==> src/rtl/rst_sequencer.sv <==
// Reset sequencer for the Wishbone clock domain.
// Watches the DCM and PLL lock indications and turns them into ordered
// synchronous resets: DDR2 interface first, then the Wishbone fabric, then
// the CPU. The PLL is reset again if lock never arrives. A lock loss or a
// software request starts the release sequence again.
module rst_sequencer #(
    parameter int SYNC_STAGES    = 2,
    parameter int LOCK_STABLE    = 16,
    parameter int STAGE_DELAY    = 16,
    parameter int LOCK_TIMEOUT   = 65536,
    parameter int PLL_RST_CYCLES = 8,
    parameter int CNT_W          = 17
) (
    input  logic       wb_clk_i,
    input  logic       wb_rst_n_i,
    input  logic       dcm_locked_i,
    input  logic       pll_locked_i,
    input  logic       sw_rst_req_i,
    output logic       pll_rst_o,
    output logic       ddr2_rst_o,
    output logic       wb_rst_o,
    output logic       cpu_rst_o,
    output logic       done_o,
    output logic [2:0] state_o,
    output logic [7:0] lock_lost_cnt_o
);

    // ------------------------------------------------------------------
    // State encoding; the numeric values are visible on state_o.
    // ------------------------------------------------------------------
    typedef enum logic [2:0] {
        ST_RESET_PLL = 3'd0,
        ST_WAIT_LOCK = 3'd1,
        ST_REL_DDR2  = 3'd2,
        ST_REL_WB    = 3'd3,
        ST_REL_CPU   = 3'd4,
        ST_RUN       = 3'd5
    } state_t;

    // The stability counter only needs to reach LOCK_STABLE-1: the cycle on
    // which it would reach LOCK_STABLE is the release cycle itself.
    localparam int STAB_W = (LOCK_STABLE < 2) ? 1 : $clog2(LOCK_STABLE);

    // Terminal counts: a phase lasting N cycles ends when the counter shows N-1.
    localparam logic [STAB_W-1:0] STAB_LAST    = STAB_W'(LOCK_STABLE - 1);
    localparam logic [CNT_W-1:0]  PLL_LAST     = CNT_W'(PLL_RST_CYCLES - 1);
    localparam logic [CNT_W-1:0]  STAGE_LAST   = CNT_W'(STAGE_DELAY - 1);
    localparam logic [CNT_W-1:0]  TIMEOUT_LAST = CNT_W'(LOCK_TIMEOUT - 1);

    // ------------------------------------------------------------------
    // Registers
    // ------------------------------------------------------------------
    logic [SYNC_STAGES-1:0] dcm_sync_q;
    logic [SYNC_STAGES-1:0] pll_sync_q;

    state_t                 state_q;
    state_t                 state_d;
    logic [CNT_W-1:0]       cnt_q;
    logic [CNT_W-1:0]       cnt_d;
    logic [STAB_W-1:0]      stab_q;
    logic [STAB_W-1:0]      stab_d;
    logic [7:0]             lost_q;
    logic [7:0]             lost_d;
    logic                   sw_take_d;

    logic                   pll_rst_q;
    logic                   ddr2_rst_q;
    logic                   wb_rst_q;
    logic                   cpu_rst_q;
    logic                   done_q;

    logic                   lock_ok;
    logic [7:0]             lost_inc;

    // ------------------------------------------------------------------
    // Lock input synchronisers: a plain shift chain per lock bit.
    // Cleared during reset so the sequencer always starts from "unlocked".
    // ------------------------------------------------------------------
    always_ff @(posedge wb_clk_i) begin
        if (!wb_rst_n_i) begin
            dcm_sync_q <= '0;
            pll_sync_q <= '0;
        end else begin
            dcm_sync_q <= {dcm_sync_q[SYNC_STAGES-2:0], dcm_locked_i};
            pll_sync_q <= {pll_sync_q[SYNC_STAGES-2:0], pll_locked_i};
        end
    end

    // Both clock sources must report lock for the system to be usable.
    assign lock_ok = dcm_sync_q[SYNC_STAGES-1] & pll_sync_q[SYNC_STAGES-1];

    // Lock-loss events saturate rather than wrap so a flapping clock is
    // never mistaken for a quiet one.
    assign lost_inc = (lost_q == 8'hFF) ? lost_q : lost_q + 8'd1;

    // ------------------------------------------------------------------
    // Next-state decode. The shared counter clears on every state change;
    // the stability counter only lives in WAIT_LOCK.
    // ------------------------------------------------------------------
    always_comb begin
        state_d   = state_q;
        cnt_d     = cnt_q + 1'b1;
        stab_d    = '0;
        lost_d    = lost_q;
        sw_take_d = 1'b0;

        case (state_q)
            ST_RESET_PLL: begin
                if (cnt_q == PLL_LAST) begin
                    state_d = ST_WAIT_LOCK;
                    cnt_d   = '0;
                end
            end

            ST_WAIT_LOCK: begin
                stab_d = lock_ok ? stab_q + 1'b1 : '0;
                // Release is checked first so it wins over a coincident timeout.
                if (lock_ok && (stab_q == STAB_LAST)) begin
                    state_d = ST_REL_DDR2;
                    cnt_d   = '0;
                    stab_d  = '0;
                end else if (cnt_q == TIMEOUT_LAST) begin
                    state_d = ST_RESET_PLL;
                    cnt_d   = '0;
                    stab_d  = '0;
                end
            end

            ST_REL_DDR2, ST_REL_WB, ST_REL_CPU: begin
                if (!lock_ok) begin
                    state_d = ST_WAIT_LOCK;
                    cnt_d   = '0;
                    lost_d  = lost_inc;
                end else if (cnt_q == STAGE_LAST) begin
                    cnt_d = '0;
                    case (state_q)
                        ST_REL_DDR2: state_d = ST_REL_WB;
                        ST_REL_WB:   state_d = ST_REL_CPU;
                        default:     state_d = ST_RUN;
                    endcase
                end
            end

            ST_RUN: begin
                // Counter is idle here; holding it at zero keeps it from wrapping.
                cnt_d = '0;
                // Lock loss takes priority over a software request.
                if (!lock_ok) begin
                    state_d = ST_WAIT_LOCK;
                    lost_d  = lost_inc;
                end else if (sw_rst_req_i) begin
                    // DDR2 stays out of reset; only fabric and CPU are re-sequenced.
                    state_d   = ST_REL_WB;
                    sw_take_d = 1'b1;
                end
            end

            default: begin
                state_d = ST_RESET_PLL;
                cnt_d   = '0;
            end
        endcase
    end

    // ------------------------------------------------------------------
    // State, counters and registered outputs. Outputs are decoded from the
    // next state so they change on the same edge as state_o.
    // ------------------------------------------------------------------
    always_ff @(posedge wb_clk_i) begin
        if (!wb_rst_n_i) begin
            state_q    <= ST_RESET_PLL;
            cnt_q      <= '0;
            stab_q     <= '0;
            lost_q     <= '0;
            pll_rst_q  <= 1'b1;
            ddr2_rst_q <= 1'b1;
            wb_rst_q   <= 1'b1;
            cpu_rst_q  <= 1'b1;
            done_q     <= 1'b0;
        end else begin
            state_q    <= state_d;
            cnt_q      <= cnt_d;
            stab_q     <= stab_d;
            lost_q     <= lost_d;
            pll_rst_q  <= (state_d == ST_RESET_PLL);
            ddr2_rst_q <= (state_d == ST_RESET_PLL) || (state_d == ST_WAIT_LOCK);
            // A software request re-asserts the fabric reset for the first
            // cycle of REL_WB only, so downstream logic sees a real pulse.
            wb_rst_q   <= (state_d == ST_RESET_PLL) || (state_d == ST_WAIT_LOCK) ||
                          (state_d == ST_REL_DDR2)  || sw_take_d;
            cpu_rst_q  <= (state_d != ST_REL_CPU) && (state_d != ST_RUN);
            done_q     <= (state_d == ST_RUN);
        end
    end

    assign pll_rst_o       = pll_rst_q;
    assign ddr2_rst_o      = ddr2_rst_q;
    assign wb_rst_o        = wb_rst_q;
    assign cpu_rst_o       = cpu_rst_q;
    assign done_o          = done_q;
    assign state_o         = state_q;
    assign lock_lost_cnt_o = lost_q;

endmodule
==> config.mk <==
export PLATFORM = sky130hd
export DESIGN_NAME = rst_sequencer
export DESIGN_NICKNAME = d
export VERILOG_FILES = /design/src/rtl/rst_sequencer.sv
export SDC_FILE = /design/constraint.sdc
export NUM_CORES = 1
export LEC_CHECK = 0
export CAP_MARGIN = 40
export CORE_MARGIN = 1
export CORE_UTILIZATION = 62
export CTS_BUF_LIST = sky130_fd_sc_hd__clkbuf_8
export DETAILED_ROUTE_END_ITERATION = 7
export GPL_ROUTABILITY_DRIVEN = 0
export PLACE_DENSITY_LB_ADDON = 0.1
export SYNTH_ARGS = -nofsm -noshare
export SYNTH_HDL_FRONTEND = slang
export SYNTH_SLANG_ARGS = --single-unit
==> constraint.sdc <==
create_clock -name wb_clk_i -period 4.1 [get_ports wb_clk_i]
set_input_delay 0.615 -clock wb_clk_i [delete_from_list [all_inputs] [get_ports wb_clk_i]]
set_output_delay 0.615 -clock wb_clk_i [all_outputs]
set_load 0.005 [all_outputs]
==> results of run 1 <==
-- per-stage QoR --
step | util, % | hold slack, ns | total power, mW | cell area (µm²)
finish | 76.5 | 0.443 | 0.697 | 2160
global route | 76.5 | 0.470 | 0.721 | 2160
CTS | 76.5 | 0.448 | 0.702 | 2160
detailed placement | 73.1 | 0.429 | 0.434 | 2070
floorplan | - | 0.412 | 0.427 | 1900
global placement | 73.1 | 0.415 | 0.433 | 2070
-- power groups by stage --
stage / clock network [mW] / logic (mW) / registers (mW)
final: 0.272 / 0.0193 / 0.405
after global routing: 0.292 / 0.0225 / 0.406
after floorplan: 0 / 0.0132 / 0.414
after CTS: 0.277 / 0.0195 / 0.405
after detailed placement: 0 / 0.0191 / 0.415
after global placement: 0 / 0.0185 / 0.414
-- layer usage --
| layer | global-route usage (%) | part of all wire, % | vias up |
|---|---|---|---|
| met5 | 0 | 0 | - |
| met4 | 12.9 | 2.5 | 0 |
| met3 | 6.12 | 3.7 | 8 |
| met2 | 40.2 | 49 | 30 |
| met1 | 29.5 | 45 | 716 |
| li1 | - | - | 749 |
-- cell type report --
cell class / instances / area, µm²
well taps: 31 / 38.8
fillers: 213 / 666
clock inverters: 2 / 13.8
inverters: 7 / 26.3
repair buffers: 20 / 200
multi-input cells: 154 / 981
clock buffers: 6 / 82.6
flip-flops and latches: 41 / 821
-- path summary, 6_finish.rpt --
kind	endpoint	slack, ns	cells after the start	start
worst min-delay path	pll_sync_q[1]$_SDFF_PN0_	0.44	1	pll_sync_q[0]$_SDFF_PN0_
worst max register to register	cnt_q[2]$_SDFF_PN0_	1.61	10	cnt_q[0]$_SDFF_PN0_
worst min register to register	pll_sync_q[1]$_SDFF_PN0_	0.44	1	pll_sync_q[0]$_SDFF_PN0_
worst max-delay path	cnt_q[2]$_SDFF_PN0_	1.61	10	cnt_q[0]$_SDFF_PN0_
-- cells in the mapped netlist, drive strengths merged --
library cell  number  share of area, %
nand2b             2              0.66
a21o               1              0.46
a22oi              1              0.40
clkbuf             3               1.1
nand2             16               3.3
mux2i              1              0.53
and2              11               3.7
nand4              5               1.7
a21boi             3               1.2
or2b               1              0.46
buf                5               2.4
or2                1              0.33
o311ai             1              0.46
nor3               2              0.53
nor2b              2              0.66
xnor2             11               5.1
a21oi              5               1.3
nor4               5               2.8
or4                1              0.40
and3               4               1.3
o211ai             1              0.40
inv                7               1.4
o31a               1              0.46
or3                4               1.3
nor2              28               5.5
ha                 5               3.3
xor2              10               5.0
and4               1              0.46
dfxtp             41                43
o31ai              1              0.40
nor3b              1              0.40
nand3             15               4.0
and2b              1              0.46
or4b               1              0.53
o22ai              1              0.33
o211a              2               1.1
o21ai              8               2.5
o21bai             1              0.40
-- registers in the layout, indices dropped and copies added, names as in the netlist, 2 cells and up --
signal and flops:
pll_sync_q 2, state_o 3, dcm_sync_q 2, stab_q 4, cnt_q 17, lock_lost_cnt_o 8
-- cells by family after synthesis --
group | count (synthesis)
AND/OR/NAND/NOR | 101
flip-flops | 41
AO/OA/AOI/OAI | 26
XOR/XNOR | 21
buffers and inverters | 15
adder cells (fa/ha/maj) | 5
multiplexers | 1
==> results_dict.tcl, run 1 <==
set metrics [dict create \
    status "finished, violations left" \
    violations "design-rule violations" \
    numCtsBuffers 5 \
    drt_iter0_drc 69 \
    start_kind "flip-flop" \
    post_cts_resize_count 0 \
    p_sw_share_pct 21.4 \
    drt_pre_antenna_iters 6 \
    power_switching_mw 0.149 \
    num_rows 19 \
    layout-drive-gt1-share_pct 9.13 \
    hold_viol 0 \
    synth_xor_xnor_area_share_pct 10.1 \
    die_area_um2 3280 \
    post_synth_mux_area_share_pct 0.528 \
    worst_pin_slew_ns 0.635 \
    dp_hpwl_um 2620 \
    fin_ws_ns 1.61 \
    num_antenna_cells 0 \
    grt_use_total_pct 24.4 \
    io_buffers 20 \
    syn_area_um2 1900 \
    drc 3 \
    cts.sinks 41 \
    fp.dieH_um 57.3 \
    vias_per_cell 5.76 \
    p_clk_share_pct 39.1 \
    avgRoutedWirePerCell_um 13.4 \
    fmax_mhz 401 \
    finalSetupViolCount 0 \
    grt_pass1_vias 1409 \
    nNetsFinal 239 \
    htreeDepth 2 \
    worstSkewPairLatency_ns 0.29 \
    place_inst 253 \
    core-area_um2 2830 \
    combPwrFrac_pct 2.8 \
    place_ws_ns 1.65 \
    crit_type "reg -> reg" \
    grt_pass1_wl_um 6070 \
    cp_num_buf_inv 1 \
    maxCapViolCount 0 \
    synth-simple-area-share_pct 28.4 \
    cts_tree "built" \
    crit_path_max_incr_delay_ns 0.54 \
    synthCells 210 \
    antenna_found_initial 0 \
    initial_core_util_pct 67.0 \
    grt-ovfl-total 0 \
    layout_min_cycle_time_ns 2.49 \
    area_growth_syn_to_layout_pct 14.1 \
    finalSetupTns_ns 0 \
    rsz0062_at_grt "false" \
    vias 1503 \
    synth_compound_area_share_pct 9.37 \
    worstPathRequired_ns 4.24 \
    postCtsHoldBufs 0 \
    synth_cell_type_count 49 \
    totalWireLength_um 3510 \
    ant_nets 0 \
    p_leak_nw 0.829 \
    pin_count 21 \
    layout_common_cells "41 x dfxtp_1, 28 x nor2_1, 20 x clkdlybuf4s50_1" \
    finalNonFillerCells 261 \
    cp_top_family "simple AND/OR/NAND/NOR gates" \
    synth_top_family_by_area "simple AND/OR/NAND/NOR gates" \
    syn-mean-instance-area_um2 9.03 \
    worstPathArrival_ns 2.64 \
    root_buffer "clkbuf_8" \
    slowest_stage "o21ai_2" \
    final_common_cell "dfxtp_1" \
    yosysSeqAreaShare_pct 43.3 \
    hold_path.class "reg -> reg" \
    yosysWarnings 0 \
    synth_fp_nets 220 \
    worstPathCellList "ha_1, and3_1, nand3_1, nor2_1, nand3_1, inv_1, ha_1, nor4_1, o21ai_2, nor2_1" \
    critPathCaptureType "flip-flop" \
    intPower_mw 0.548 \
    slew_headroom_pct 57.7 \
    path_clk_slew_ns 0.08 \
    grt_max_degree 17 \
    irDropWorstVdd_mv 0.289 \
    path_max_fanout 16 \
    period_share_pct 60.8 \
    seq_power_share_pct 58.2 \
    fin_skew_ns 0.00630 \
    cellPowerDensity_nw_per_um2 322 \
    clock_path_buffers 2 \
    slew_viol_final 0 \
    die_w_um 57.3 \
    post_cts_buffers 0 \
    ys_ff_latch 41 \
    synthAdderAreaFrac_pct 3.30 \
]
No activity file was read; power rests on OpenSTA's default activity.
==> inputs of run 2 (changes only) <==
CORE_UTILIZATION = 58   (was 62)
clock period = 2.4 ns   (was 4.1 ns; I/O delays follow)
==> run 2 against run 1 <==
Net effect: the run now ends clean; clock power increased by 100%; combinational power up 83%; worst setup slack worse by 1.4 ns; critical path depth is 1 higher; flip-flop and latch count unchanged; non-clock buffer count up 2; hold slack got worse by 0.0095 ns.
==> results_dict.tcl, run 2 (synthesis gave the netlist of run 1 again) <==
set metrics [dict create \
    worstSkewPairLatency_ns 0.29 \
    layout_common_cells "41 x dfxtp_1, 28 x nor2_1, 20 x clkdlybuf4s50_1" \
    start_kind "flip-flop" \
    cp_top_family "simple AND/OR/NAND/NOR gates" \
    die_area_um2 3500 \
    worstPathCellList "ha_1, and3_1, nand3_1, nor2_1, nand3_1, inv_1, ha_1, o31a_1, o211a_2, o21ai_2, o311ai_1" \
    rsz0062_at_grt "false" \
    final_common_cell "dfxtp_1" \
    whs_ns 0.434 \
    cts.sinks 41 \
    worstHoldStart "pll_sync_q[0]$_SDFF_PN0_" \
    num_antenna_cells 0 \
    layout_min_cycle_time_ns 2.24 \
    final_util_pct 72.2 \
    drc 0 \
    ant_nets 0 \
    largest_reg_flops 17 \
    layout-drive-gt1-share_pct 9.91 \
    cp.depth 11 \
    crit_path_max_incr_delay_ns 0.35 \
    finalSetupViolCount 0 \
    period_share_pct 93.2 \
    vias 1506 \
    pin_count 21 \
    worstPathRequired_ns 2.59 \
    slew_headroom_pct 61.8 \
    critPathCaptureType "flip-flop" \
    worstHoldPathCells 1 \
    slowest_stage "dfxtp_1" \
    drt_iter0_drc 44 \
    finalSetupTns_ns 0 \
    nNetsFinal 241 \
    clock_path_buffers 2 \
    grt_use_total_pct 21.4 \
    status "completed" \
    p_leak_nw 0.851 \
    worstPathArrival_ns 2.43 \
    num_rows 20 \
    place_ws_ns 0.155 \
    core-area_um2 3080 \
    irDropWorstVdd_mv 0.456 \
    io_buffers 20 \
    fp.dieH_um 59.2 \
    drt_pre_antenna_iters 4 \
    cellPowerDensity_nw_per_um2 579 \
    path_clk_slew_ns 0.07 \
    crit_type "reg -> reg" \
    rr_startpoint "cnt_q[0]$_SDFF_PN0_" \
    grt_pass1_vias 1350 \
    cp-endpoint "wb_rst_o$_SDFF_PN1_" \
    dp_hpwl_um 2490 \
    totalWireLength_um 3410 \
    fillers 233 \
    largest_register "cnt_q" \
    hold_path.class "reg -> reg" \
    fin_skew_ns 0.00472 \
    area_growth_syn_to_layout_pct 17.2 \
    path_max_fanout 5 \
    crit_start "cnt_q[0]$_SDFF_PN0_" \
    ff2ff_path_depth 11 \
    grt_pass1_wl_um 5560 \
    antenna_found_initial 0 \
    grt-ovfl-total 0 \
    htreeDepth 2 \
    slew_viol_final 0 \
    r2r_slack_ns 0.16 \
    maxCapViolCount 0 \
    numCtsBuffers 5 \
    initial_core_util_pct 61.6 \
    cts_tree "built" \
    cp_num_buf_inv 1 \
    fin_ws_ns 0.164 \
    worst_pin_slew_ns 0.572 \
    die_w_um 59.2 \
    grt_max_degree 17 \
    avgRoutedWirePerCell_um 12.4 \
    vias_per_cell 5.46 \
    r2r-end "wb_rst_o$_SDFF_PN1_" \
    root_buffer "clkbuf_8" \
    fmax_mhz 447 \
    hold_viol 0 \
    postCtsHoldBufs 0 \
    power_mw 1.29 \
]
[run 2: cell types whose count changed in the layout (fill, tap and decap cells not counted)]
cell,previous run,this run
clkinv_4,1,0
buf_4,0,2
nor4_1,3,2
bufinv_16,0,1
inv_1,7,8
nor4_2,1,2
clkinv_2,1,0
[run 2: area by class of cell]
type	instances	area [µm²]	area share [%]
clock buffer	6	82.6	3.72
clock inverter	2	33.8	1.52
timing repair buffer	22	215	9.69
sequential	41	821	37.0
tap	44	55.1	2.48
inverter	7	26.3	1.18
multi-input combinational	154	987	44.5
[run 2: where the power goes]
part | switching [mW] | leakage (nW) | total (mW) | internal (mW)
Clock | 0.223 | 0.0626 | 0.557 | 0.335
Sequential | 0.00471 | 0.332 | 0.692 | 0.688
Combinational | 0.0176 | 0.457 | 0.0353 | 0.0177
[run 2: how the worst min path moves through the flow]
stage | slack, ns | to
6_report | 0.43 | pll_sync_q[1]$_SDFF_PN0_
5_1_grt | 0.46 | dcm_sync_q[1]$_SDFF_PN0_
4_1_cts | 0.44 | pll_sync_q[1]$_SDFF_PN0_
3_5_place_dp | 0.42 | pll_sync_q[1]$_SDFF_PN0_
3_3_place_gp | 0.42 | pll_sync_q[1]$_SDFF_PN0_
2_1_floorplan | 0.41 | cnt_q[0]$_SDFF_PN0_
[run 2: per-stage QoR]
stage	std cells	instance area, µm²
2_1_floorplan	210	1900
4_1_cts	276	2210
3_5_place_dp	268	2100
3_3_place_gp	268	2100
5_1_grt	276	2220
6_report	276	2220
[run 2: layer usage]
metal | wire length, µm | up-vias | global-route usage, %
met5 | 0 | - | 0
met4 | 70 | 0 | 13.9
met3 | 117 | 8 | 6.55
met2 | 1710 | 32 | 35.7
met1 | 1510 | 711 | 23.6
li1 | - | 755 | -
[run 2: repair_timing]
action                     in CTS  in global routing
setup endpoints to repair       0                 20
resized for setup               0                  1
buffers inserted                0                  0
